--- config.mk ---
export PLATFORM = sky130hd
export DESIGN_NAME = booth_mul32
export DESIGN_NICKNAME = d
export VERILOG_FILES = /design/src/rtl/booth_mul32_pkg.sv /design/src/rtl/adder32.sv /design/src/rtl/booth_mul32.sv
export SDC_FILE = /design/constraint.sdc
export NUM_CORES = 1
export LEC_CHECK = 0
export CAP_MARGIN = 20
export CELL_PAD_IN_SITES_DETAIL_PLACEMENT = 2
export CELL_PAD_IN_SITES_GLOBAL_PLACEMENT = 2
export CORE_UTILIZATION = 29
export DETAILED_ROUTE_END_ITERATION = 8
export GPL_TIMING_DRIVEN = 1
export PLACE_DENSITY_LB_ADDON = 0.1
export SETUP_SLACK_MARGIN = 0.05
export SYNTH_ARGS = -nofsm -noshare
export SYNTH_HDL_FRONTEND = slang
export SYNTH_SLANG_ARGS = --single-unit
--- constraint.sdc ---
create_clock -name clk -period 2.9 [get_ports clk]
set_input_delay 0.58 -clock clk [delete_from_list [all_inputs] [get_ports clk]]
set_output_delay 0.58 -clock clk [all_outputs]
set_load 0.02 [all_outputs]
--- src/rtl/booth_mul32_pkg.sv ---
`default_nettype none
// ============================================================================
// Module  : booth_mul32_pkg
// Brief   : Shared widths and state encodings for multi-cycle ALU units
//           (Booth multiplier, divider).
// Contents: WORD_W    - datapath word width
//           MUL_CNT_W - multiplier iteration counter width, log2(WORD_W)
//           ST_*      - 2-bit state encodings shared by multi-cycle units
// Revision: 1.0 - initial release
// ============================================================================
package booth_mul32_pkg;

    localparam int WORD_W    = 32;
    localparam int MUL_CNT_W = 5;

    localparam logic [1:0] ST_IDLE = 2'd0;
    localparam logic [1:0] ST_RUN  = 2'd1;
    localparam logic [1:0] ST_DONE = 2'd2;

endpackage : booth_mul32_pkg
`default_nettype wire

--- src/rtl/adder32.sv ---
`default_nettype none
// ============================================================================
// Module  : adder32
// Brief   : Purely combinational ripple/inferred adder with carry in/out.
// Ports   : ra    in  WIDTH  operand A
//           rb    in  WIDTH  operand B
//           c_in  in  1      carry in
//           sum   out WIDTH  ra + rb + c_in (low WIDTH bits)
//           c_out out 1      carry out of the top bit
// Revision: 1.0 - initial release
// ============================================================================
module adder32 #(
    parameter int WIDTH = 32
) (
    input  logic [WIDTH-1:0] ra,
    input  logic [WIDTH-1:0] rb,
    input  logic             c_in,
    output logic [WIDTH-1:0] sum,
    output logic             c_out
);

    assign {c_out, sum} = {1'b0, ra} + {1'b0, rb} + {{WIDTH{1'b0}}, c_in};

endmodule : adder32
`default_nettype wire

--- src/rtl/booth_mul32.sv ---
`default_nettype none
// ============================================================================
// Module  : booth_mul32
// Brief   : Multi-cycle signed 32x32 -> 64-bit radix-2 Booth multiplier.
//           One Booth step per clock through a single shared adder32.
// Ports   : clk          in  1   rising-edge clock
//           rst_n        in  1   asynchronous reset, active-low
//           start        in  1   request, sampled only in IDLE
//           multiplicand in  32  signed M, sampled with start
//           multiplier   in  32  signed Q, sampled with start
//           busy         out 1   high in RUN and DONE
//           done         out 1   one-cycle pulse, hi/lo valid from this cycle
//           hi           out 32  product[63:32], held until next completion
//           lo           out 32  product[31:0],  held until next completion
// Revision: 1.0 - initial release
// ============================================================================
module booth_mul32
    import booth_mul32_pkg::*;
#(
    parameter int WIDTH = WORD_W,     // only 32 is supported
    parameter int CNT_W = MUL_CNT_W   // log2(WIDTH)
) (
    input  logic             clk,
    input  logic             rst_n,
    input  logic             start,
    input  logic [WIDTH-1:0] multiplicand,
    input  logic [WIDTH-1:0] multiplier,
    output logic             busy,
    output logic             done,
    output logic [WIDTH-1:0] hi,
    output logic [WIDTH-1:0] lo
);

    logic [1:0]       r_state;
    logic [WIDTH-1:0] r_a;
    logic [WIDTH-1:0] r_q;
    logic [WIDTH-1:0] r_m;
    logic             r_q_1;
    logic [CNT_W-1:0] r_count;
    logic [WIDTH-1:0] r_hi;
    logic [WIDTH-1:0] r_lo;

    logic [WIDTH-1:0] w_ra;
    logic [WIDTH-1:0] w_rb;
    logic             w_cin;
    logic [WIDTH-1:0] w_sum;
    logic             w_cout;
    logic             w_ext;
    logic [WIDTH-1:0] w_a_next;
    logic [WIDTH-1:0] w_q_next;

    // Booth recoding of {Q[0], q_1}: add M, subtract M (as ~M + 1), or pass A.
    always_comb begin
        w_rb  = '0;
        w_cin = 1'b0;
        case ({r_q[0], r_q_1})
            2'b01: begin
                w_rb  = r_m;
            end
            2'b10: begin
                w_rb  = ~r_m;
                w_cin = 1'b1;
            end
            default: begin
                w_rb  = '0;
                w_cin = 1'b0;
            end
        endcase
    end

    assign w_ra = r_a;

    adder32 #(
        .WIDTH (WIDTH)
    ) u_add (
        .ra    (w_ra),
        .rb    (w_rb),
        .c_in  (w_cin),
        .sum   (w_sum),
        .c_out (w_cout)
    );

    // Sign of the true 33-bit sum. Using this instead of sum[31] keeps the
    // arithmetic shift correct when A +/- M overflows 32 bits (M = -2^31).
    assign w_ext = w_ra[WIDTH-1] ^ w_rb[WIDTH-1] ^ w_cout;

    // {A, Q, q_1} <= {ext, sum, Q} >> 1
    assign w_a_next = {w_ext, w_sum[WIDTH-1:1]};
    assign w_q_next = {w_sum[0], r_q[WIDTH-1:1]};

    always_ff @(posedge clk or negedge rst_n) begin
        if (!rst_n) begin
            r_state <= ST_IDLE;
            r_a     <= '0;
            r_q     <= '0;
            r_m     <= '0;
            r_q_1   <= 1'b0;
            r_count <= '0;
            r_hi    <= '0;
            r_lo    <= '0;
        end else begin
            case (r_state)
                ST_IDLE: begin
                    if (start) begin
                        r_m     <= multiplicand;
                        r_q     <= multiplier;
                        r_a     <= '0;
                        r_q_1   <= 1'b0;
                        r_count <= '0;
                        r_state <= ST_RUN;
                    end
                end
                ST_RUN: begin
                    r_a     <= w_a_next;
                    r_q     <= w_q_next;
                    r_q_1   <= r_q[0];
                    r_count <= r_count + 1'b1;
                    // Last step: publish the product directly from the
                    // next-state values so hi/lo are valid with done.
                    if (r_count == '1) begin
                        r_hi    <= w_a_next;
                        r_lo    <= w_q_next;
                        r_state <= ST_DONE;
                    end
                end
                ST_DONE: begin
                    r_state <= ST_IDLE;
                end
                default: begin
                    r_state <= ST_IDLE;
                end
            endcase
        end
    end

    assign busy = (r_state != ST_IDLE);
    assign done = (r_state == ST_DONE);
    assign hi   = r_hi;
    assign lo   = r_lo;

endmodule : booth_mul32
`default_nettype wire
==> flow_summary.toml <==
[yosys]
ys.flop_type = "dfrtp_1"
synthTopCellsByArea = "dfrtp_1, nand2_1, o21ai_0, ha_1, a22oi_1"
yosys.area.top_type = "dfrtp_1"
synth_top_area_share = 0.487
async_flop_share = 1.00
netlist_area_mm2 = 0.00863
ys_seq_elements = 168
seq_area_frac_synth = 0.487
yosysUniqueCellTypes = 57
synth_edf_count = 0
synth_cells = 1008
syn_area_per_cell_um2 = 8.56
yosysWarnings = 0
syn_nets = 1110

[flow_run]
maxCapViolCount = 0

[timing]
setup_viol = 37
slew_viol_final = 0
setup_tns_ns = -4.05
rsz0062_at_grt = "true"
worst_slew_margin_rel = 0.521
whs_ns = 0.0828
tightest_slew_ns = 0.711
layout_setup_ws_ns = -0.305
fmax_ghz = 0.312
fin_worst_skew_ns = 0.0158
finalHoldViolCount = 0
fin_crit_ns = 3.20
fin_crit_sh = 1.11

[die]
design.die.area_mm2 = 0.0304
io_pins = 133
core_mm2 = 0.0290
rows = 62
die_y_um = 174
die_w_um = 174
start_util = 0.297

[drt]
via_per_inst = 5.02
wire_per_inst_um = 18.6
dr.pass1.iters = 4
drt_drc_violations_left = 0
route.vias.total = 8177
drtIter0Drc = 256
antenna_left = 0
finalWirelength_um = 30200

[grt]
grt_max_degree = 68
met3_usage = 0.0448
top_usage_layer = "met2"
grt_use_total = 0.203
met1_usage = 0.262
grt_overflow = 0
antenna_found_initial = 0
grt_pass1_vias = 9034
use_met2 = 0.342
grt_pass1_wl_um = 48800

[critical_path]
crit_path_end_kind = "flop"
crit_required_ns = 3.22
worst-path-max-fanout = 12
worstSetupPathType = "reg -> reg"
critPathLaunchType = "flop"
cp_data_arrival_time_ns = 3.52

[power_and_ir_drop]
p_leak_nw = 5.72
powerDensity_mw_per_mm2 = 1530
ir_drop_v = 0.000516

[clock_network]
cts_buffers = 17
cts.clk_slew.worst_paths_ns = 0.08
clkLatencyLatePin_ns = 0.45
ctsLongestPathBuffers = 2
cts-root-buf = "clkbuf_16"
htreeDepth = 4
clkSinkCount = 168
cts_tree = "built"

[placed_design]
numPortBuffers = 132
placed_cells = 1575
routabilityCongestion = 0.793
post-dp-hpwl_um = 21100
placed_area_mm2 = 0.0112

[cells_and_area]
post_route_cells_drive_above_1_share = 0.186
layout_commonest_cell = "nand2_1"
area_delta_synth_final_pct = 42.2
nets = 1333
diodes = 0
finalNonFillerCells = 1628
fin_area_mm2 = 0.0123
final_cell_mix = "nand2_1, dfrtp_1, clkdlybuf4s50_1"

[run_status]
violations = "setup timing"
status = "finished, violations left"

[hold_path]
hold_class = "in -> async"
## report_power, final
group | switching, mW | total, mW | internal [mW] | leakage [nW]
clock | 1.09 | 2.31 | 1.21 | 0.269
sequential | 0.842 | 4.39 | 3.54 | 2.01
combinational | 6.59 | 12.1 | 5.50 | 3.44
## critical path, cell delays in order (launching register included)
cell	delay [ns]
dfrtp_2	0.46
nor2b_4	0.16
buf_12	0.15
buf_4	0.15
nand2_1	0.06
o21ai_1	0.10
ha_1	0.30
nand2_1	0.13
nor2_1	0.09
a221o_1	0.37
a41o_4	0.27
a2111oi_4	0.40
buf_4	0.20
o21ba_4	0.16
o31ai_1	0.08
## repair_timing
action / in CTS / in global routing
cloned: 0 / 0
setup buffers: 12 / 9
pin swaps: 32 / 18
hold buffers: 0 / 0
endpoints found under the setup margin: 40 / 46
resized for setup: 63 / 28
## per-stage QoR
step / total power [mW] / util / setup slack [ns]
after floorplan: 10.1 / - / -0.120
after global placement: 14.7 / 0.386 / -0.239
after detailed placement: 15.1 / 0.386 / -0.337
after CTS: 18.4 / 0.417 / -0.197
after global routing: 20.2 / 0.423 / -0.425
final: 18.8 / 0.423 / -0.305
## path summary, 6_finish.rpt
kind | start | endpoint | depth (start not counted) | slack (ns)
hold reg to reg | lo[17] | lo[17] | 2 | 0.48
setup reg to reg | r_q[0] | r_a[27] | 14 | -0.30
hold / removal | rst_n | hi[5] | 1 | 0.08
setup / recovery | r_q[0] | r_a[27] | 14 | -0.30
max in group asynchronous | rst_n | r_a[18] | 2 | 2.08
min in group clk | lo[17] | lo[17] | 2 | 0.48
## flip-flops by register name, indices dropped and copies added (netlist names)
signal and flops:
hi 32, r_a 32, r_q 32, r_m 32, r_state 2, r_q_1 1, r_count 5, lo 32
## cells by family (layout without fill, tap and decap cells)
group	after synthesis	after routing	synth area share
buffers and inverters	73	309	0.0321
adders and majority gates	35	35	0.0525
and+or+nand+nor	474	474	0.228
xor gates and xnor gates	24	24	0.0244
DFF	168	168	0.487
AOI/OAI and AO/OA	234	234	0.175
## layer usage
layer | wire length (um) | part of all wire
met1 | 13900 | 0.46
met2 | 14800 | 0.49
met3 | 1210 | 0.040
met4 | 324 | 0.011
met5 | 0 | 0
## synthesized netlist by cell type (2+ instances only)
cell type	n
buf_1	5
nand4_1	13
nor2b_1	5
a21o_1	14
o21bai_1	6
or3_1	2
nor3_1	8
inv_1	14
a211oi_1	3
ha_1	33
and3_1	5
o21a_1	7
a22oi_1	32
nand3_1	40
dfrtp_1	168
nor4_1	3
xor2_1	9
xnor2_1	15
o211ai_1	4
and2_1	2
nor2_1	29
nand2_1	353
o31ai_1	6
o31ai_4	2
nand2b_1	4
o221ai_1	3
buf_2	2
or4_1	3
o21ai_0	104
clkbuf_1	52
a31oi_1	5
a21oi_1	30
fa_1	2
nand4b_1	2
## cell type report
| cell class | count | area, um^2 |
|---|---|---|
| sequential | 168 | 4210 |
| inverter | 14 | 52.6 |
| clock inverter | 13 | 136 |
| fill | 3163 | 16700 |
| tap | 384 | 480 |
| multi-input combinational | 767 | 4550 |
| clock buffer | 19 | 433 |
| timing repair buffer | 263 | 2420 |
(Power assumes the default switching activity.)
